[config.mk]
export PLATFORM = sky130hd
export DESIGN_NAME = vec_inst_dispatcher
export DESIGN_NICKNAME = d
export VERILOG_FILES = /design/src/rtl/vec_inst_dispatcher.sv
export SDC_FILE = /design/constraint.sdc
export NUM_CORES = 1
export LEC_CHECK = 0
export BUFFER_PORTS_ARGS = -buffer_cell sky130_fd_sc_hd__buf_2
export CELL_PAD_IN_SITES_DETAIL_PLACEMENT = 1
export CELL_PAD_IN_SITES_GLOBAL_PLACEMENT = 2
export CORE_MARGIN = 10
export CORE_UTILIZATION = 28
export CTS_CLUSTER_SIZE = 30
export DETAILED_ROUTE_END_ITERATION = 8
export PLACE_DENSITY_LB_ADDON = 0.25
export SETUP_SLACK_MARGIN = 0.02
export SYNTH_ARGS = -nofsm -noshare
export SYNTH_HDL_FRONTEND = slang
export SYNTH_SLANG_ARGS = --single-unit
[constraint.sdc]
create_clock -name clk -period 12.1 [get_ports clk]
set_input_delay 1.815 -clock clk [delete_from_list [all_inputs] [get_ports clk]]
set_output_delay 1.815 -clock clk [all_outputs]
set_load 0.01 [all_outputs]
[src/rtl/vec_inst_dispatcher.sv]
// Vector instruction dispatcher: queues scalar-side vector instructions,
// issues them one at a time and returns the completion response.
`ifndef XLEN
`define XLEN 32
`endif

module vec_inst_dispatcher #(
  parameter int unsigned DEPTH   = 4,
  parameter int unsigned TIMEOUT = 1024
) (
  input  logic              clk,
  input  logic              reset,
  input  logic              req_valid,
  output logic              req_ready,
  input  logic [`XLEN-1:0]  req_instruction,
  input  logic [`XLEN-1:0]  req_rs1_data,
  input  logic [`XLEN-1:0]  req_rs2_data,
  output logic              inst_valid,
  output logic [`XLEN-1:0]  instruction,
  output logic [`XLEN-1:0]  rs1_data,
  output logic [`XLEN-1:0]  rs2_data,
  input  logic              vec_pro_ready,
  input  logic              vec_pro_ack,
  input  logic              is_vec,
  input  logic              error,
  input  logic [`XLEN-1:0]  csr_out,
  output logic              scalar_pro_ready,
  output logic              rsp_valid,
  input  logic              rsp_ready,
  output logic [`XLEN-1:0]  rsp_csr_out,
  output logic              rsp_error,
  output logic              rsp_illegal,
  output logic              rsp_timeout
);

  localparam int unsigned XL = `XLEN;
  localparam int unsigned AW = $clog2(DEPTH);
  localparam int unsigned TW = $clog2(TIMEOUT) + 1;

  localparam logic [AW:0]   FULL  = (AW+1)'(DEPTH);
  localparam logic [AW:0]   CONE  = (AW+1)'(1);
  localparam logic [AW-1:0] PONE  = AW'(1);
  localparam logic [TW-1:0] TONE  = TW'(1);
  localparam logic [TW-1:0] TLAST = TW'(TIMEOUT - 1);

  localparam logic [1:0] IDLE     = 2'd0;
  localparam logic [1:0] ISSUE    = 2'd1;
  localparam logic [1:0] WAIT_ACK = 2'd2;
  localparam logic [1:0] RESP     = 2'd3;

  logic [1:0]      state_q, state_d;
  logic [AW-1:0]   wptr_q, rptr_q;
  logic [AW:0]     cnt_q, cnt_d;
  logic [TW-1:0]   tmr_q, tmr_d;
  logic [3*XL-1:0] mem_q [DEPTH];
  logic [3*XL-1:0] head;
  logic [XL-1:0]   csr_q, csr_d;
  logic            err_q, err_d;
  logic            ill_q, ill_d;
  logic            to_q, to_d;
  logic            push, pop;
  logic            in_idle, in_issue, in_wait, in_resp;

  assign in_idle  = state_q == IDLE;
  assign in_issue = state_q == ISSUE;
  assign in_wait  = state_q == WAIT_ACK;
  assign in_resp  = state_q == RESP;

  // Gated by reset so no push can be offered while the block is cleared
  assign req_ready = ~reset & (cnt_q != FULL);
  assign push      = req_valid & req_ready;
  assign pop       = in_issue & vec_pro_ready;
  assign head      = mem_q[rptr_q];

  assign inst_valid = in_issue;
  assign {instruction, rs1_data, rs2_data} = in_issue ? head : '0;

  assign scalar_pro_ready = in_wait;
  assign rsp_valid        = in_resp;
  assign rsp_csr_out      = in_resp ? csr_q : '0;
  assign rsp_error        = in_resp & err_q;
  assign rsp_illegal      = in_resp & ill_q;
  assign rsp_timeout      = in_resp & to_q;

  always_comb begin
    cnt_d = cnt_q;
    unique case ({push, pop})
      2'b10:   cnt_d = cnt_q + CONE;
      2'b01:   cnt_d = cnt_q - CONE;
      default: cnt_d = cnt_q;
    endcase
  end

  always_comb begin
    state_d = state_q;
    tmr_d   = tmr_q;
    csr_d   = csr_q;
    err_d   = err_q;
    ill_d   = ill_q;
    to_d    = to_q;
    unique case (1'b1)
      in_idle: begin
        if (cnt_q != '0) state_d = ISSUE;
      end
      in_issue: begin
        if (vec_pro_ready) begin
          state_d = WAIT_ACK;
          tmr_d   = '0;
        end
      end
      in_wait: begin
        tmr_d = tmr_q + TONE;
        // An ack landing on the last timer cycle still wins
        if (vec_pro_ack) begin
          state_d = RESP;
          csr_d   = csr_out;
          err_d   = error;
          ill_d   = ~is_vec;
          to_d    = 1'b0;
        end else if (tmr_q == TLAST) begin
          state_d = RESP;
          csr_d   = '0;
          err_d   = 1'b0;
          ill_d   = 1'b0;
          to_d    = 1'b1;
        end
      end
      in_resp: begin
        if (rsp_ready) state_d = (cnt_d != '0) ? ISSUE : IDLE;
      end
      default: state_d = IDLE;
    endcase
  end

  always_ff @(posedge clk) begin
    if (reset) begin
      state_q <= IDLE;
      wptr_q  <= '0;
      rptr_q  <= '0;
      cnt_q   <= '0;
      tmr_q   <= '0;
      csr_q   <= '0;
      err_q   <= 1'b0;
      ill_q   <= 1'b0;
      to_q    <= 1'b0;
    end else begin
      state_q <= state_d;
      cnt_q   <= cnt_d;
      tmr_q   <= tmr_d;
      csr_q   <= csr_d;
      err_q   <= err_d;
      ill_q   <= ill_d;
      to_q    <= to_d;
      if (push) wptr_q <= wptr_q + PONE;
      if (pop)  rptr_q <= rptr_q + PONE;
    end
  end

  always_ff @(posedge clk) begin
    if (push) mem_q[wptr_q] <= {req_instruction, req_rs1_data, req_rs2_data};
  end

endmodule

==> summary.txt <==
Timing
  – Minimum clock period: 5.61 ns
  – Max-slew headroom: 0.251
  – # setup viols final: 0
  – Final worst setup slack: 6.49 ns
  – Setup TNS Final: 0 ns
  – Slew @ Worst Pin: 1.12 ns
  – Unrepaired setup endpoints after global routing: false
  – FMAX: 0.178 GHz
  – Slew Viols, Final: 0
  – Final period util: 0.463
  – Endpoints failing hold: 0
  – Final Skew: 0.0263 ns

Critical path
  – Arr. time, crit path: 3.79 ns
  – CP Launch Type: flip-flop
  – Worst path most repeated cell: buf_4
  – CP Data Required Time: 10.28 ns
  – CP bufs+invs: 3
  – Setup crit end kind: primary output
  – Top delay family on crit path: buffers and inverters
  – CP max stage cell: dfxtp_4
  – Cells along the critical path: buf_4 > buf_4 > mux4_2 > and2_1 > buf_2
  – Worst path max stage delay: 0.75 ns
  – Crit path kind: flip-flop to primary output
  – Critical Path Fanout Max: 35

Placement
  – GP Congestion: 0.695
  – I/O Buffers: 270
  – Dpl ws: 6.92 ns
  – Dpl cell area: 19200 sq um
  – DP HPWL: 26100 um
  – Post-Place Cells: 1886

Final layout
  – Final std cells w/o fill: 1983
  – Final instance area: 20900 sq um
  – NumNets Final: 1304
  – Layout cell share with drive strength beyond 1: 0.386
  – Synthesis-to-finish area growth: 22.6%
  – Fill cell count: 6094

Route
  – Via-to-Cell Ratio: 4.52
  – 1st-pass router iterations: 4
  – DR vias: 8957
  – # DRC: 0
  – 1st-iter DRT viols: 366
  – DRT antenna net count: 0
  – Final wirelength: 43000 um
  – Wire per inst: 21.7 um

Synthesis
  – Post-synth ARST share: 0
  – Gate Count Post-Synth: 871
  – Yosys warns: 0
  – Number of enable flip-flop cells after synthesis: 384
  – Main synth FF type: edfxtp_1
  – Number of distinct library cells after synthesis: 47
  – Yosys reg bits: 441
  – Seq/Total Area, Yosys: 0.744
  – Post-Syn Area per Cell: 19.6 sq um
  – Netlist Area Pre-Place: 17000 sq um
  – Synthesized net count: 1018

Global route
  – First-pass GRT wire length: 64600 um
  – Vias in the first global route: 9994
  – Largest net degree at the start of global routing: 72
  – GR Overflow Total: 0
  – Initial antenna violation count: 10
  – Total GRT Usage: 0.119

Floorplan
  – Site Rows: 90
  – Initial Utilization: 0.283
  – Core footprint: 60200 sq um
  – I/O pins: 271
  – Die width: 267 um
  – Die area: 71100 sq um
  – Die Height: 267 um

CTS
  – Worst skew pair latency: 0.61 ns
  – TritonCTS clock tree: yes
  – CTS Buf Count: 51
  – Post_cts resized: 0
  – Post-CTS Hold Fix Bufs: 0
  – # clock sinks: 441
  – Htree depth: 2
  – Root Buffer: clkbuf_16
  – Post-CTS Setup Bufs: 0
  – Max clock buf depth: 3
  – Worst-path clk slew: 0.06 ns

Flow run
  – Number of max-cap violations: 0

Min path
  – Hold Crit Class: flip-flop to flip-flop

Power and ir drop
  – Int Pwr: 2890 uW
  – Clock network fraction of total power: 0.390
  – Cell Pwr Density: 186 nW/um^2
  – Net Sw Frac: 0.258
  – Leakage Power: 0.00734 uW
  – Peak supply drop: 91.8 uV
  – Combinational share of power: 0.157
  – Sw Pwr: 1000 uW
  – Sequential power share: 0.453
  – Overall Power: 3890 uW

Run status
  – Status: finished clean
-- state kept, by name (all words and copies together), names as in the netlist, named ones only --
signal and count:
cnt_q 3, csr_q 32, err_q 1, ill_q 1, mem_q 384, rptr_q 2, state_q 2, tmr_q 11
to_q 1, wptr_q 2
-- Yosys cell counts (all sizes together), types with 3 or more instances --
cell,number,share of area
xor2,8,0.0041
ha,10,0.0073
nor2,12,0.0026
nand4,5,0.0022
mux2i,3,0.0018
inv,14,0.0031
nor3,5,0.0018
nand3,8,0.0024
dfxtp,57,0.067
nand2b,3,0.0011
o31ai,4,0.0026
o21ai,3,0.00088
edfxtp,384,0.68
nor2b,3,0.0011
mux4,96,0.13
clkbuf,27,0.0059
buf,20,0.0090
a21oi,10,0.0032
and2,135,0.050
nand2,7,0.0015
and4,3,0.0015
a211oi,3,0.0016
a22o,34,0.017
-- final timing paths --
check,startpoint,end,slack (ns),cells past startpoint
min reg2reg,csr_q[12]$_SDFFE_PP0P_,csr_q[12]$_SDFFE_PP0P_,0.47,1
max reg2reg,state_q[1]$_SDFFE_PP0P_,state_q[0]$_SDFFE_PP0P_,8.57,12
min,csr_q[12]$_SDFFE_PP0P_,csr_q[12]$_SDFFE_PP0P_,0.47,1
max,flip-flop,rs2_data[30],6.49,5
-- per-layer routing --
metal	GRT usage	up-vias	routed length [um]
met4	0.0350	14	873
met5	0	-	101
li1	-	4027	-
met1	0.152	4614	18700
met3	0.0391	78	3020
met2	0.191	224	20300
-- power by group through the flow --
stage / logic [uW] / clock network, uW / registers [uW]
after floorplan: 404 / 0 / 1770
after global placement: 634 / 0 / 1800
after detailed placement: 636 / 0 / 1800
after CTS: 639 / 1580 / 1770
after global routing: 680 / 1640 / 1770
final: 610 / 1520 / 1760
-- per-stage QoR --
step	util	hold WS (ns)
final	0.347	0.468
after global routing	0.347	0.484
after CTS	0.347	0.475
after detailed placement	0.319	0.457
after global placement	0.319	0.452
after floorplan	-	0.440
-- layout by cell type, fill, tap and decap left out, types with 10 or more instances in the layout --
cell / instances
buf_2: 270
nor2_1: 12
clkbuf_1: 11
a22o_1: 34
buf_4: 10
clkbuf_16: 52
mux4_2: 96
clkinv_1: 11
edfxtp_1: 384
inv_1: 13
and2_1: 131
dfxtp_1: 55
-- logic make-up after synthesis --
family / count (synthesis) / share of synthesized area
AO/OA/AOI/OAI: 62 / 0.0294
XOR/XNOR: 9 / 0.00463
adder cells (fa/ha/maj): 11 / 0.00852
buffers and inverters: 61 / 0.0180
flip-flops: 441 / 0.744
multiplexers: 100 / 0.129
AND/OR/NAND/NOR: 187 / 0.0663
-- final cells by class --
| type | count | area, sq um | area share |
|---|---|---|---|
| flip-flops and latches | 441 | 12700 | 0.607 |
| multi-input cells | 369 | 4090 | 0.196 |
| repair buffers | 280 | 1430 | 0.0683 |
| clock buffers | 63 | 1340 | 0.0643 |
| well taps | 782 | 978 | 0.0468 |
| clock inverters | 30 | 312 | 0.0149 |
| inverters | 14 | 52.6 | 0.00252 |
| diodes | 4 | 10.0 | 0.000479 |
Note: power is estimated with default switching activity, not from simulation.
